==> config.mk <==
export PLATFORM = sky130hd
export DESIGN_NAME = ped_xing_ctrl
export DESIGN_NICKNAME = d
export VERILOG_FILES = /design/src/rtl/ped_xing_pkg.sv /design/src/rtl/ped_btn_cond.sv /design/src/rtl/ped_xing_ctrl.sv
export SDC_FILE = /design/constraint.sdc
export NUM_CORES = 1
export LEC_CHECK = 0
export ABC_AREA = 0
export CORE_AREA = 8 8 98 82
export CTS_BUF_LIST = sky130_fd_sc_hd__clkbuf_4
export DETAILED_ROUTE_END_ITERATION = 8
export DIE_AREA = 0 0 106 90
export PLACE_DENSITY = 0.68
export SETUP_SLACK_MARGIN = 0.1
export SLEW_MARGIN = 15
export SYNTH_ARGS = -nofsm -noshare
export SYNTH_HDL_FRONTEND = slang
export SYNTH_HIERARCHICAL = 1
export SYNTH_SLANG_ARGS = --single-unit
==> constraint.sdc <==
create_clock -name clk -period 2.07 [get_ports clk]
set_input_delay 0.207 -clock clk [delete_from_list [all_inputs] [get_ports clk]]
set_output_delay 0.207 -clock clk [all_outputs]
set_load 0.005 [all_outputs]
==> src/rtl/ped_xing_pkg.sv <==
// Shared state encoding, default timing constants and a width helper for the
// pedestrian-crossing controller.
package ped_xing_pkg;

    typedef enum logic [1:0] {
        STOP  = 2'b00,
        WALK  = 2'b01,
        CLEAR = 2'b10
    } ped_state_e;

    localparam int DEF_SEC_CYC    = 1000;
    localparam int DEF_WALK_S     = 4;
    localparam int DEF_CLR_S      = 3;
    localparam int DEF_FLASH_HALF = 500;
    localparam int DEF_DEB_CYC    = 200;
    localparam int DEF_CNT_W      = 4;

    // Bits needed to hold any value in 0..max_val (at least one bit).
    function automatic int cnt_width(input int max_val);
        int w;
        w = 1;
        for (int i = 1; i < 31; i++) begin
            if ((1 << i) <= max_val) w = i + 1;
        end
        return w;
    endfunction

endpackage

==> src/rtl/ped_btn_cond.sv <==
// Push-button conditioning: 2-flop synchroniser, optional debounce
// (PED_DEBOUNCE_EN), then rising-edge detect producing a 1-cycle btn_evt.
module ped_btn_cond
    import ped_xing_pkg::*;
#(
    parameter int DEB_CYC = DEF_DEB_CYC
) (
    input  logic clk,
    input  logic reset,
    input  logic ped_btn,
    output logic btn_evt
);

    logic sync1_q;
    logic sync2_q;
    logic lvl;
    logic lvl_dly_q;

`ifdef PED_DEBOUNCE_EN
    localparam int DW = cnt_width(DEB_CYC);

    logic          deb_lvl_q;
    logic          deb_lvl_d;
    logic [DW-1:0] deb_cnt_q;
    logic [DW-1:0] deb_cnt_d;

    // The level only follows the synchronised input after DEB_CYC
    // consecutive cycles of disagreement; any agreeing cycle restarts the run.
    always_comb begin
        deb_lvl_d = deb_lvl_q;
        deb_cnt_d = '0;
        if (sync2_q != deb_lvl_q) begin
            if (deb_cnt_q == DW'(DEB_CYC - 1)) begin
                deb_lvl_d = sync2_q;
            end else begin
                deb_cnt_d = deb_cnt_q + 1'b1;
            end
        end
    end

    always_ff @(posedge clk) begin
        if (reset) begin
            deb_lvl_q <= 1'b0;
            deb_cnt_q <= '0;
        end else begin
            deb_lvl_q <= deb_lvl_d;
            deb_cnt_q <= deb_cnt_d;
        end
    end

    assign lvl = deb_lvl_q;
`else
    assign lvl = sync2_q;
`endif

    always_ff @(posedge clk) begin
        if (reset) begin
            sync1_q   <= 1'b0;
            sync2_q   <= 1'b0;
            lvl_dly_q <= 1'b0;
        end else begin
            sync1_q   <= ped_btn;
            sync2_q   <= sync1_q;
            lvl_dly_q <= lvl;
        end
    end

    assign btn_evt = lvl & ~lvl_dly_q;

endmodule

==> src/rtl/ped_xing_ctrl.sv <==
// Pedestrian-crossing stage behind the vehicle light FSM: WALK on pure red,
// flashing CLEAR with seconds countdown, sticky fault. Option: PED_DEBOUNCE_EN.
module ped_xing_ctrl
    import ped_xing_pkg::*;
#(
    parameter int SEC_CYC    = DEF_SEC_CYC,
    parameter int WALK_S     = DEF_WALK_S,
    parameter int CLR_S      = DEF_CLR_S,
    parameter int FLASH_HALF = DEF_FLASH_HALF,
    parameter int DEB_CYC    = DEF_DEB_CYC,
    parameter int CNT_W      = DEF_CNT_W
) (
    input  logic             clk,
    input  logic             reset,
    input  logic             red_light,
    input  logic             yellow_light,
    input  logic             green_light,
    input  logic             ped_btn,
    output logic             walk,
    output logic             dont_walk,
    output logic             req_pending,
    output logic [CNT_W-1:0] countdown,
    output logic             fault
);

    localparam int PH_MAX = ((WALK_S > CLR_S) ? WALK_S : CLR_S) * SEC_CYC - 1;
    localparam int PH_W   = cnt_width(PH_MAX);
    localparam int SEC_W  = cnt_width(SEC_CYC - 1);
    localparam int FL_W   = cnt_width(FLASH_HALF - 1);

    ped_state_e       state_q, state_d;
    logic [PH_W-1:0]  phase_q, phase_d;
    logic [SEC_W-1:0] sec_q, sec_d;
    logic [FL_W-1:0]  flash_q, flash_d;
    logic             walk_q, walk_d;
    logic             dont_walk_q, dont_walk_d;
    logic             req_q, req_d;
    logic [CNT_W-1:0] countdown_q, countdown_d;
    logic             fault_q, fault_d;
    logic             pr_d_q, pr_d_d;

    logic btn_evt;
    logic pr;
    logic pr_rise;
    logic illegal;

    ped_btn_cond #(
        .DEB_CYC (DEB_CYC)
    ) u_btn (
        .clk     (clk),
        .reset   (reset),
        .ped_btn (ped_btn),
        .btn_evt (btn_evt)
    );

    assign pr      = red_light & ~yellow_light & ~green_light;
    assign pr_rise = pr & ~pr_d_q;
    assign illegal = (green_light & (red_light | yellow_light)) |
                     ~(red_light | yellow_light | green_light);

    always_comb begin
        state_d     = state_q;
        phase_d     = phase_q;
        sec_d       = sec_q;
        flash_d     = flash_q;
        walk_d      = walk_q;
        dont_walk_d = dont_walk_q;
        countdown_d = countdown_q;
        req_d       = req_q | btn_evt;
        fault_d     = fault_q | illegal;
        pr_d_d      = pr;

        unique case (state_q)
            STOP: begin
                // A button edge coinciding with pr_rise is served immediately.
                if (pr_rise && (req_q || btn_evt) && !fault_q) begin
                    state_d     = WALK;
                    req_d       = 1'b0;
                    walk_d      = 1'b1;
                    dont_walk_d = 1'b0;
                    phase_d     = '0;
                end
            end
            WALK: begin
                if (!pr || fault_q) begin
                    state_d = STOP;
                end else if (phase_q == PH_W'(WALK_S * SEC_CYC - 1)) begin
                    state_d     = CLEAR;
                    phase_d     = '0;
                    sec_d       = '0;
                    flash_d     = '0;
                    walk_d      = 1'b0;
                    dont_walk_d = 1'b1;
                    countdown_d = CNT_W'(CLR_S);
                end else begin
                    phase_d = phase_q + 1'b1;
                end
            end
            CLEAR: begin
                if (!pr || fault_q || (phase_q == PH_W'(CLR_S * SEC_CYC - 1))) begin
                    state_d = STOP;
                end else begin
                    phase_d = phase_q + 1'b1;
                    if (sec_q == SEC_W'(SEC_CYC - 1)) begin
                        sec_d       = '0;
                        countdown_d = countdown_q - 1'b1;
                    end else begin
                        sec_d = sec_q + 1'b1;
                    end
                    if (flash_q == FL_W'(FLASH_HALF - 1)) begin
                        flash_d     = '0;
                        dont_walk_d = ~dont_walk_q;
                    end else begin
                        flash_d = flash_q + 1'b1;
                    end
                end
            end
            default: state_d = STOP;
        endcase

        // Every way into STOP (timeout, abort, fault) lands on the same outputs.
        if (state_d == STOP && state_q != STOP) begin
            phase_d     = '0;
            sec_d       = '0;
            flash_d     = '0;
            walk_d      = 1'b0;
            dont_walk_d = 1'b1;
            countdown_d = '0;
        end
    end

    always_ff @(posedge clk) begin
        if (reset) begin
            state_q     <= STOP;
            phase_q     <= '0;
            sec_q       <= '0;
            flash_q     <= '0;
            walk_q      <= 1'b0;
            dont_walk_q <= 1'b1;
            req_q       <= 1'b0;
            countdown_q <= '0;
            fault_q     <= 1'b0;
            pr_d_q      <= 1'b0;
        end else begin
            state_q     <= state_d;
            phase_q     <= phase_d;
            sec_q       <= sec_d;
            flash_q     <= flash_d;
            walk_q      <= walk_d;
            dont_walk_q <= dont_walk_d;
            req_q       <= req_d;
            countdown_q <= countdown_d;
            fault_q     <= fault_d;
            pr_d_q      <= pr_d_d;
        end
    end

    assign walk        = walk_q;
    assign dont_walk   = dont_walk_q;
    assign req_pending = req_q;
    assign countdown   = countdown_q;
    assign fault       = fault_q;

endmodule

==> metrics <==
required time at the worst-slack endpoint=2.37 ns; top achievable clock speed=0.484 GHz; Max Transition Viols Final=0; layout overhead on the synthesized area=41.5%; placed cell count=428; effective utilization at floorplan=37.0%; post-synth top area share=37.0%; worst slew margin relative to its limit=75.0%; number of placed I/O pins=14; clock insertion delay at the later pin of the skew report=0.38 ns; dominant cell type by count on the critical path=sky130_fd_sc_hd__buf_4; library cell occupying the most area in the post-synthesis netlist=sky130_fd_sc_hd__dfxtp_1; CP max stage delay=0.38 ns; Critical-path top delay cell=sky130_fd_sc_hd__dfxtp_2; Post-synth EDFFs=0; crit path cell chain=inv_2 > ha_4 > buf_4 > and2_1 > buf_4 > o311ai_4 > buf_4 > buf_8 > o21ai_0 > a21oi_1; Post-DRT Antenna Nets=0; die footprint=9540 um^2; via/cell ratio=5.39; Area after DPL=3070 um^2; wire length of the first global-routing pass=10700 um; net count after synthesis=306; hold-fix buffers at CTS=0; average routed wire per standard cell=14.4 um; die height=90 um; endpoint of the most critical register-to-register path=phase_q[5]$_SDFFE_PP0P_; setup repair after global routing missed its margin=true; sinks on the clock net=45; Post-Syn Area=2440 um^2; number of global-route vias before repair=2252; Largest delay share family, worst path=buffers and inverters; Residual DRC=0; share of the clock period used by the worst path=99.8%; Initial DRC Count=107; placed wire-length estimate after detailed placement=4290 um; clock slew seen by the registers of the worst setup and hold paths=0.14 ns; Worst R2R Setup Slack=0.005 ns; transition time at the pin with the least slew margin=0.372 ns; startpoint kind of the worst setup timing path=flop; number of distinct library cells after synthesis=57; maximum number of pins on one net before global-route repair=23; utilization of the core after routing=52.3%; power density over the cells=426 nW/um^2; category of the worst setup path capture point=flop; number of placement rows=27; end of the worst hold path=pr_d_q$_SDFF_PP0_; via count=2438; final-stage net count=378; antenna cells=0; clock tree skew after final layout=0.0169 ns; fillers=610; Synth Register Bits=45; start-to-end type of the worst setup path=flop to flop; total wire length=6510 um; first-pass iteration count of the detailed router=4; clk buf depth=2; Core ar.=6590 um^2; clock root buffer=sky130_fd_sc_hd__clkbuf_4; horizontal die dimension=106 um; maximum vdd ir drop=0.215 mV; class of the most critical hold timing path=primary input to flop; worst reg2reg path startpoint=state_q[1]$_SDFF_PP0_; maxcap violations=0; leading cell types by total area after synthesis=sky130_fd_sc_hd__dfxtp_1 (37%), sky130_fd_sc_hd__a21oi_1 (5.1%), sky130_fd_sc_hd__nor2_1 (4.8%), sky130_fd_sc_hd__ha_1 (4.1%), sky130_fd_sc_hd__o21ai_0 (3.9%); final-layout setup total negative slack=0 ns; number of buffers inserted by port buffering=13; Synth Area per Inst=8.35 um^2; final setup vio count=0; total routing resource utilization after global routing=13.2%; sequential fraction of the synthesis area=37.0%; residual overflow from global routing=0; final non-filler cell total=452; Crit. Startpoint=state_q[1]$_SDFF_PP0_; Gate Count Post-Synth=292; critical path arrival=2.36 ns; Static Leak=1.30 nW; CTS tree=yes; gpl congestion=0.810; H-tree depth reported by CTS=2; share of synthesized registers carrying an async set or reset=0%; Tmin final=2.06 ns; Hold Path Origin=yellow_light; worst-path maximum fanout=7; cell types with the highest counts after synthesis=sky130_fd_sc_hd__dfxtp_1 (45), sky130_fd_sc_hd__nor2_1 (31), sky130_fd_sc_hd__a21oi_1 (25); share of final-layout standard cells stronger than drive strength 1=32.6%; Hold Path Stages=3; top-count cell post-synth=sky130_fd_sc_hd__dfxtp_1; number of cells on the critical path=10; post-route cell area=3450 um^2; final number of hold-violating endpoints=0; YS warnings=6; number of clock buffers inserted by TritonCTS=5; Primary FF master, synth=sky130_fd_sc_hd__dfxtp_1; worst hold slack=0.172 ns; antenna violations before repair=0; result of the run=completed; reg2reg path depth=10; count of buffering cells on the critical path with inverters included=5
routing by layer:
| metal | GRT usage (%) | vias up | part of all wire (%) |
|---|---|---|---|
| met1 | 18.6 | 1158 | 49 |
| li1 | - | 1221 | - |
| met4 | 4.56 | 0 | 1.6 |
| met2 | 19.6 | 50 | 45 |
| met5 | 0 | - | 0 |
| met3 | 2.57 | 9 | 4.2 |
cell usage in the layout, fill, tap and decap left out, types with 3 or more instances in the layout:
cell type / Yosys / final
sky130_fd_sc_hd__buf_4: 0 / 49
sky130_fd_sc_hd__dfxtp_2: 0 / 6
sky130_fd_sc_hd__xor2_1: 4 / 4
sky130_fd_sc_hd__nand2_1: 17 / 17
sky130_fd_sc_hd__a21oi_1: 25 / 22
sky130_fd_sc_hd__o21ai_0: 19 / 9
sky130_fd_sc_hd__xnor2_1: 5 / 5
sky130_fd_sc_hd__inv_1: 9 / 7
sky130_fd_sc_hd__dfxtp_1: 45 / 38
sky130_fd_sc_hd__clkbuf_4: 0 / 6
sky130_fd_sc_hd__a31oi_1: 4 / 3
sky130_fd_sc_hd__nand3_1: 12 / 11
sky130_fd_sc_hd__nor2_1: 31 / 30
sky130_fd_sc_hd__a21oi_2: 2 / 4
sky130_fd_sc_hd__nand3b_1: 10 / 10
sky130_fd_sc_hd__and2_1: 5 / 4
sky130_fd_sc_hd__ha_1: 8 / 5
sky130_fd_sc_hd__ha_4: 0 / 3
sky130_fd_sc_hd__nor3_2: 1 / 8
sky130_fd_sc_hd__nand4_1: 5 / 5
sky130_fd_sc_hd__buf_6: 1 / 6
sky130_fd_sc_hd__and4_1: 6 / 3
sky130_fd_sc_hd__and3_1: 10 / 10
sky130_fd_sc_hd__nor3_1: 16 / 9
sky130_fd_sc_hd__nor2b_1: 8 / 7
sky130_fd_sc_hd__nor2_2: 2 / 3
sky130_fd_sc_hd__clkdlybuf4s50_1: 0 / 12
sky130_fd_sc_hd__o21ai_1: 1 / 11
sky130_fd_sc_hd__buf_12: 0 / 4
how the worst max path moves through the flow:
stage                                         end  slack (ns)
after global placement      sec_q[4]$_SDFFE_PP0P_       -0.32
after global routing      phase_q[5]$_SDFFE_PP0P_       -0.09
after detailed placement    sec_q[4]$_SDFFE_PP0P_       -0.35
after floorplan            dont_walk$_SDFFE_PP1P_        0.08
after CTS                  dont_walk$_SDFFE_PP1P_        0.07
final                     phase_q[5]$_SDFFE_PP0P_       0.005
area by class of cell:
type / count / area, um^2 / share of cell area, %
multi-input cells: 229 / 1650 / 47.7
flip-flops and latches: 45 / 912 / 26.5
repair buffers: 74 / 688 / 20.0
well taps: 87 / 109 / 3.16
clock buffers: 6 / 45.0 / 1.31
inverters: 9 / 33.8 / 0.980
clock inverters: 2 / 15.0 / 0.435
kinds of logic (layout without fill, tap and decap cells):
kind of cell	count (synthesis)	in the layout	synth area share, %
AND/OR/NAND/NOR	139	139	32.8
AO/OA/AOI/OAI	71	72	19.1
flip-flops	45	45	37.0
buffers and inverters	19	91	3.39
XOR/XNOR	9	9	3.23
adder cells (fa/ha/maj)	8	8	4.11
multiplexers	1	1	0.411
tightest hold or removal path, delay by kind of cell:
family	cells	cell delay [ns]
buffers and inverters	2	0.25
and+or+nand+nor	1	0.05
sequential cells by signal, summed over array words and instances (netlist names):
signal           cells
countdown            4
dont_walk            1
fault                1
flash_q              9
phase_q             12
pr_d_q               1
req_pending          1
sec_q               10
state_q              2
u_btn/lvl            1
u_btn/lvl_dly_q      1
u_btn/sync1_q        1
walk                 1
stage by stage:
stage	setup slack, ns	total power [W]
after CTS	0.0680	0.00147
after detailed placement	-0.348	0.00102
final	0.00506	0.00147
after global placement	-0.318	0.00102
after floorplan	0.0826	0.000950
after global routing	-0.0874	0.00153
where the power goes:
group	total [W]	leakage, nW	internal, W	switching [W]
logic	0.000135	0.905	0.0000752	0.0000598
registers	0.000881	0.367	0.000875	0.00000588
clock network	0.000455	0.0279	0.000146	0.000309
timing repair:
item                                    CTS  global route
cloned                                    1             1
setup buffers                            11             3
endpoints found under the setup margin   36            38
gates resized for setup                  15            38
pin swaps                                14            19
Power figures use the tool's default switching activity.
